--- src/rtl/pipe_writeback_hazard.sv ---
// MEM/WB writeback register plus combinational forwarding and load-use hazard detection.
// Optional macro HAZARD_PERF_EN adds a saturating load-use stall counter (stall_count).
module pipe_writeback_hazard #(
  parameter int XLEN = 32,
  parameter int REGW = 5
) (
  input  logic            clk,
  input  logic            reset,
  input  logic            valid_m,
  input  logic            reg_write_m,
  input  logic [1:0]      result_src_m,
  input  logic [XLEN-1:0] alu_result_m,
  input  logic [XLEN-1:0] read_data_m,
  input  logic [XLEN-1:0] pc_plus_4_m,
  input  logic [REGW-1:0] rd_m,
  input  logic [REGW-1:0] rs1_e,
  input  logic [REGW-1:0] rs2_e,
  input  logic [REGW-1:0] rd_e,
  input  logic [1:0]      result_src_e,
  input  logic [REGW-1:0] rs1_d,
  input  logic [REGW-1:0] rs2_d,
  output logic [XLEN-1:0] result_w,
  output logic [REGW-1:0] rd_w,
  output logic            reg_write_w,
  output logic [1:0]      forward_a_e,
  output logic [1:0]      forward_b_e,
  output logic            stall_f,
  output logic            stall_d,
  output logic            flush_e
`ifdef HAZARD_PERF_EN
  ,
  output logic [31:0]     stall_count
`endif
);

  logic            valid_q, valid_d;
  logic            reg_write_q, reg_write_d;
  logic [1:0]      result_src_q, result_src_d;
  logic [XLEN-1:0] alu_result_q, alu_result_d;
  logic [XLEN-1:0] read_data_q, read_data_d;
  logic [XLEN-1:0] pc_plus_4_q, pc_plus_4_d;
  logic [REGW-1:0] rd_q, rd_d;
  logic            mem_writes;
  logic            load_use;

  assign valid_d      = valid_m;
  assign reg_write_d  = reg_write_m;
  assign result_src_d = result_src_m;
  assign alu_result_d = alu_result_m;
  assign read_data_d  = read_data_m;
  assign pc_plus_4_d  = pc_plus_4_m;
  assign rd_d         = rd_m;

  always_ff @(posedge clk or negedge reset) begin
    if (!reset) begin
      valid_q      <= 1'b0;
      reg_write_q  <= 1'b0;
      result_src_q <= 2'b00;
      alu_result_q <= '0;
      read_data_q  <= '0;
      pc_plus_4_q  <= '0;
      rd_q         <= '0;
    end else begin
      valid_q      <= valid_d;
      reg_write_q  <= reg_write_d;
      result_src_q <= result_src_d;
      alu_result_q <= alu_result_d;
      read_data_q  <= read_data_d;
      pc_plus_4_q  <= pc_plus_4_d;
      rd_q         <= rd_d;
    end
  end

  always_comb begin
    result_w = '0;
    case (result_src_q)
      2'b00:   result_w = alu_result_q;
      2'b01:   result_w = read_data_q;
      2'b10:   result_w = pc_plus_4_q;
      default: result_w = '0;
    endcase
  end

  assign rd_w        = rd_q;
  assign reg_write_w = reg_write_q & valid_q;

  // MEM is checked first so the younger result wins; x0 is never forwarded.
  assign mem_writes = reg_write_m & valid_m & (rd_m != '0);

  always_comb begin
    forward_a_e = 2'b00;
    forward_b_e = 2'b00;
    if (mem_writes && (rd_m == rs1_e))
      forward_a_e = 2'b10;
    else if (reg_write_w && (rd_w != '0) && (rd_w == rs1_e))
      forward_a_e = 2'b01;
    if (mem_writes && (rd_m == rs2_e))
      forward_b_e = 2'b10;
    else if (reg_write_w && (rd_w != '0) && (rd_w == rs2_e))
      forward_b_e = 2'b01;
  end

  assign load_use = (result_src_e == 2'b01) && (rd_e != '0) &&
                    ((rd_e == rs1_d) || (rd_e == rs2_d));
  assign stall_f  = load_use;
  assign stall_d  = load_use;
  assign flush_e  = load_use;

`ifdef HAZARD_PERF_EN
  logic [31:0] stall_count_q, stall_count_d;

  always_comb begin
    stall_count_d = stall_count_q;
    if (stall_d && (stall_count_q != 32'hFFFF_FFFF))
      stall_count_d = stall_count_q + 32'd1;
  end

  always_ff @(posedge clk or negedge reset) begin
    if (!reset) stall_count_q <= '0;
    else        stall_count_q <= stall_count_d;
  end

  assign stall_count = stall_count_q;
`endif

endmodule

--- config.mk ---
export PLATFORM = sky130hd
export DESIGN_NAME = pipe_writeback_hazard
export DESIGN_NICKNAME = d
export VERILOG_FILES = /design/src/rtl/pipe_writeback_hazard.sv
export SDC_FILE = /design/constraint.sdc
export NUM_CORES = 1
export LEC_CHECK = 0
export BUFFER_PORTS_ARGS = -buffer_cell sky130_fd_sc_hd__buf_2
export CAP_MARGIN = 40
export CORE_UTILIZATION = 24
export DETAILED_ROUTE_END_ITERATION = 7
export SKIP_LAST_GASP = 1
export SLEW_MARGIN = 10
export SYNTH_ARGS = -nofsm -noshare
export SYNTH_HDL_FRONTEND = slang
export SYNTH_SLANG_ARGS = --single-unit
--- constraint.sdc ---
create_clock -name clk -period 1.6 [get_ports clk]
set_input_delay 0.32 -clock clk [delete_from_list [all_inputs] [get_ports clk]]
set_output_delay 0.32 -clock clk [all_outputs]
set_load 0.005 [all_outputs]
# [After elaboration in Yosys (flattened, before gate mapping)]
# Index checks and enable logic that the tools add are counted.
[word_totals] input_bits=134 register_bits=105 elab_cells=36
[classes] n_bitwise=3 reduce_logical=12 muxes=5 eq_ne=9
[ops] operator="case mux 32 bit (3 select lines)" n=1
[ops] operator="== test 5 bit" n=6
[ops] operator="nonzero test 5 bit" n=3
[ops] operator="logical AND 1 bit" n=7
[ops] operator="== test 2 x 1 -> 1 bit (second input constant)" n=2
[ops] operator="two-way mux 2 bit" n=2
[ops] operator="AND 1 bit" n=3
[ops] operator="== test 2 bit (second input constant)" n=1
[ops] operator="logical NOT 2 bit" n=1
[ops] operator="two-way mux 1 bit" n=2
[ops] operator="logical OR 1 bit" n=1

# [Depth between registers and ports, before layout]
[logic_depth] word_depth=5 depth_mapped=6

# [Worst setup path before layout]
# No wires, ideal clock.
[synth_timing] path_kind="input port to output port" startpoint="input port rd_m[1]" endpoint="output port forward_a_e[0]" slack_ps=-116 required_time_ps=1280 t_arrival_ps=1396 stages=4 cell_sequence="or4_1 -> o211ai_2 -> nor4_1 -> nor4_2"
[synth_between] elab_chain_cells=4 word_cells_on_any_way=5
[synth_lines] item="from (decl)" line="15" rtl="input logic [REGW-1:0] rd_m,"
[synth_lines] item="nonzero test 5 bit" line="88" rtl="assign mem_writes = reg_write_m & valid_m & (rd_m != '0);"
[synth_lines] item="AND 1 bit" line="88"
[synth_lines] item="logical AND 1 bit (*)" line="93" rtl="if (mem_writes && (rd_m == rs1_e))"
[synth_lines] item="two-way mux 2 bit (*)" line="93"
[synth_lines] item="to (decl)" line="25" rtl="output logic [1:0] forward_a_e,"
# Mark *: on every way between the ends. The rest lies on a longest branch, timed or not.

# [Worst setup path after layout]
[layout_timing] startpoint="register rd_q[3] (netlist: rd_w[3])" endpoint="output port forward_b_e[0]"
[layout_between] elab_chain_cells=5 word_cells_on_any_way=6
[layout_lines] item="from (decl)" line="42" rtl="logic [REGW-1:0] rd_q, rd_d;"
[layout_lines] item="from (signal assigned)" line="70" rtl="rd_q <= rd_d;"
[layout_lines] item="nonzero test 5 bit" line="99" rtl="else if (reg_write_w && (rd_w != '0) && (rd_w == rs2_e))"
[layout_lines] item="logical AND 1 bit" line="99"
[layout_lines] item="logical AND 1 bit (*)" line="99"
[layout_lines] item="two-way mux 1 bit (*)" line="99"
[layout_lines] item="two-way mux 2 bit (*)" line="97" rtl="if (mem_writes && (rd_m == rs2_e))"
[layout_lines] item="to (decl)" line="26" rtl="output logic [1:0] forward_b_e,"
# Marked as above.

==> reports/metrics.csv <==
stage;metric;value;unit
status;status;finished with violations;
status;violations;setup timing;
worst_hold_path;hold_path.class;in2async;
sta;drv_slew;0;
synth;mappedNetlistNets;400;
drt;dr.pass1.iters;3;
flow_run;maxCapViolCount;0;
power;leakage;2.82;nW
placed_design;globalplace.congestion;0.829;
setup_path;crit_path_start_kind;register;
drt;drc;0;
power;ir_worst_vdd;0.533;mV
sta;tightest_slew;0.535;ns
sta;setup_viol;36;
synth;synthArstFlopShare;1.00;
floorplan;die_area;0.0159;mm²
finish;final_nets;615;
floorplan;io-pin-count;179;
clock_tree;cts_buffer_depth;2;
clock_tree;ctsHoldBuffers;0;
global_route;grt_max_degree;106;
drt;wl_per_cell;14.6;µm
drt;first_iter_violations;92;
clock_tree;cts_tree;built;
global_route;grt_pass1_wl;15200;µm
synth;synth_most_common_cell;dfrtp_1;
clock_tree;clock-root-buffer;clkbuf_16;
sta;fin_crit;2.20;ns
synth;synth_area_leaders;dfrtp_1 (71%), mux2i_1 (8.7%), xor2_1 (4.7%);
placed_design;post-place-cells;642;
drt;vias;2806;
synth;synth.distinct_cells;18;
finish;syn_to_final_growth;55.7;%
floorplan;core.rowCount;45;
synth;ys.warnings.count;0;
sta;fin_ws;-0.598;ns
synth;avgSynthCellArea;13.9;µm²
synth;synthTopCellsByCount;dfrtp_1 (105), o21ai_0 (34), mux2i_1 (32), nand2_1 (32), xor2_1 (20);
finish;diodes;0;
placed_design;hpwlAfterDp;6660;µm
power;power_density;986;mW/mm²
finish;layout-drive-gt1-share;0.595;
drt;via_per_inst;4.16;
synth;yosysSeqAreaShare;0.710;
setup_path;arrival;1.88;ns
sta;rsz0062_at_grt;true;
synth;synth_top_area_frac;0.710;
synth;netlist_instances;266;
global_route;grt_antenna_before_repair;0;
synth;synth_ff_type;dfrtp_1;
global_route;gr-total-overflow;0;
global_route;grt_pass1_vias;3068;
sta;fmax;455;MHz
synth;synth_edf_count;0;
clock_tree;path_clk_slew;0.07;ns
global_route;grt_util_all_layers;0.129;
setup_path;cp-end-kind;output port;
finish;instances_no_fill;674;
placed_design;portBuffers;178;
clock_tree;cts_buffers;9;
clock_tree;htree_levels;3;
drt;wl;9860;µm
clock_tree;cts.sinks;105;
synth;yosysTopAreaCell;dfrtp_1;
synth;synth-seq-cells;105;
sta;finalHoldViolCount;0;
floorplan;start_util;0.244;
drt;drtAntennaViolNets;0;
sta;fin_crit_sh;1.37;
sta;slew_headroom;0.643;
finish;utilization;0.381;
floorplan;die_y;126;µm
floorplan;coreArea;0.0151;mm²
setup_path;required;1.28;ns
setup_path;critPathKind;reg2out;
setup_path;path_max_fanout;4;
synth;syn-cell-area;0.00370;mm²
floorplan;die_x;126;µm
## layer usage
| metal | GRT usage | share of wire | routed length, µm |
|---|---|---|---|
| met5 | 0 | 0 | 0 |
| met2 | 0.223 | 0.52 | 5080 |
| met4 | 0.0532 | 0.015 | 150 |
| met3 | 0.0404 | 0.057 | 557 |
| met1 | 0.149 | 0.41 | 4070 |
## what timing repair did
item | in CTS | in global routing
gates cloned | 5 | 0
pin swaps | 39 | 15
setup endpoints to repair | 39 | 39
resized for setup | 90 | 36
buffers inserted | 16 | 2
## path summary, 6_finish.rpt
path / endpoint / from / slack, ns
worst max-delay path: forward_b_e[0] / rd_w[3] / -0.60
worst min-delay path: rd_w[4] / reset / 0.05
max in group asynchronous: result_src_q[0] / reset / 1.16
min in group clk: pc_plus_4_q[18] / pc_plus_4_m[18] / 0.08
## final cells by class
type,count,area [µm²]
clock inverter,5,38.8
clock buffer,11,243
timing repair buffer,217,1370
tap,188,235
multi-input combinational,148,1250
sequential,105,2630
fill,1466,9380
## state kept, by name, indices dropped and copies added, names as in the netlist
| signal | flops |
|---|---|
| alu_result_q | 32 |
| read_data_q | 32 |
| pc_plus_4_q | 32 |
| rd_w | 5 |
| valid_q | 1 |
| result_src_q | 2 |
| reg_write_q | 1 |
## stage by stage
| stage | hold WS, ns | setup slack (ns) | TNS (ns) | area, µm² | power [mW] |
|---|---|---|---|---|---|
| finish | 0.0474 | -0.598 | -8.41 | 5770 | 5.68 |
| global route | 0.0494 | -0.692 | -11.59 | 5770 | 5.95 |
| CTS | 0.0499 | -0.643 | -11.04 | 5750 | 5.78 |
| detailed placement | 0.429 | -0.371 | -1.31 | 5000 | 3.50 |
| global placement | 0.419 | -0.302 | -1.09 | 5000 | 3.48 |
| floorplan | 0.0244 | -0.0913 | -0.183 | 3700 | 3.08 |
## worst max-delay path: stages (launching register included)
cell     delay [ns]
dfrtp_1        0.42
xor2_1         0.16
or4_4          0.53
nor4_4         0.29
buf_2          0.15
## kinds of logic (layout without fill, tap and decap cells)
family | count (synthesis) | in the layout | share of synthesized area
AO/OA/AOI/OAI | 36 | 36 | 0.0507
XOR/XNOR | 30 | 30 | 0.0710
buffers and inverters | 13 | 233 | 0.0162
flip-flops | 105 | 105 | 0.710
multiplexers | 32 | 32 | 0.0865
AND/OR/NAND/NOR | 50 | 50 | 0.0659
## cell usage in the layout (no fill, tap or decap), types with 3 or more instances in the layout
master and instances:
o21ai_1 23, nand2_1 3, mux2i_2 3, nand2_2 25, nand2_4 4, buf_2 171
o21ai_2 11, xnor2_1 10, buf_12 6, dfrtp_1 104, or4_4 4, mux2i_1 29
buf_8 3, buf_4 23, nor4_4 4, xor2_1 20, buf_6 13, clkbuf_16 9
nand3_1 4
## where the power goes
part           switching, mW  total, mW  internal, mW
clock network          0.978       2.09          1.11
logic                  0.358      0.754         0.396
registers             0.0537       2.84          2.79
Power figures use the tool's default switching activity.
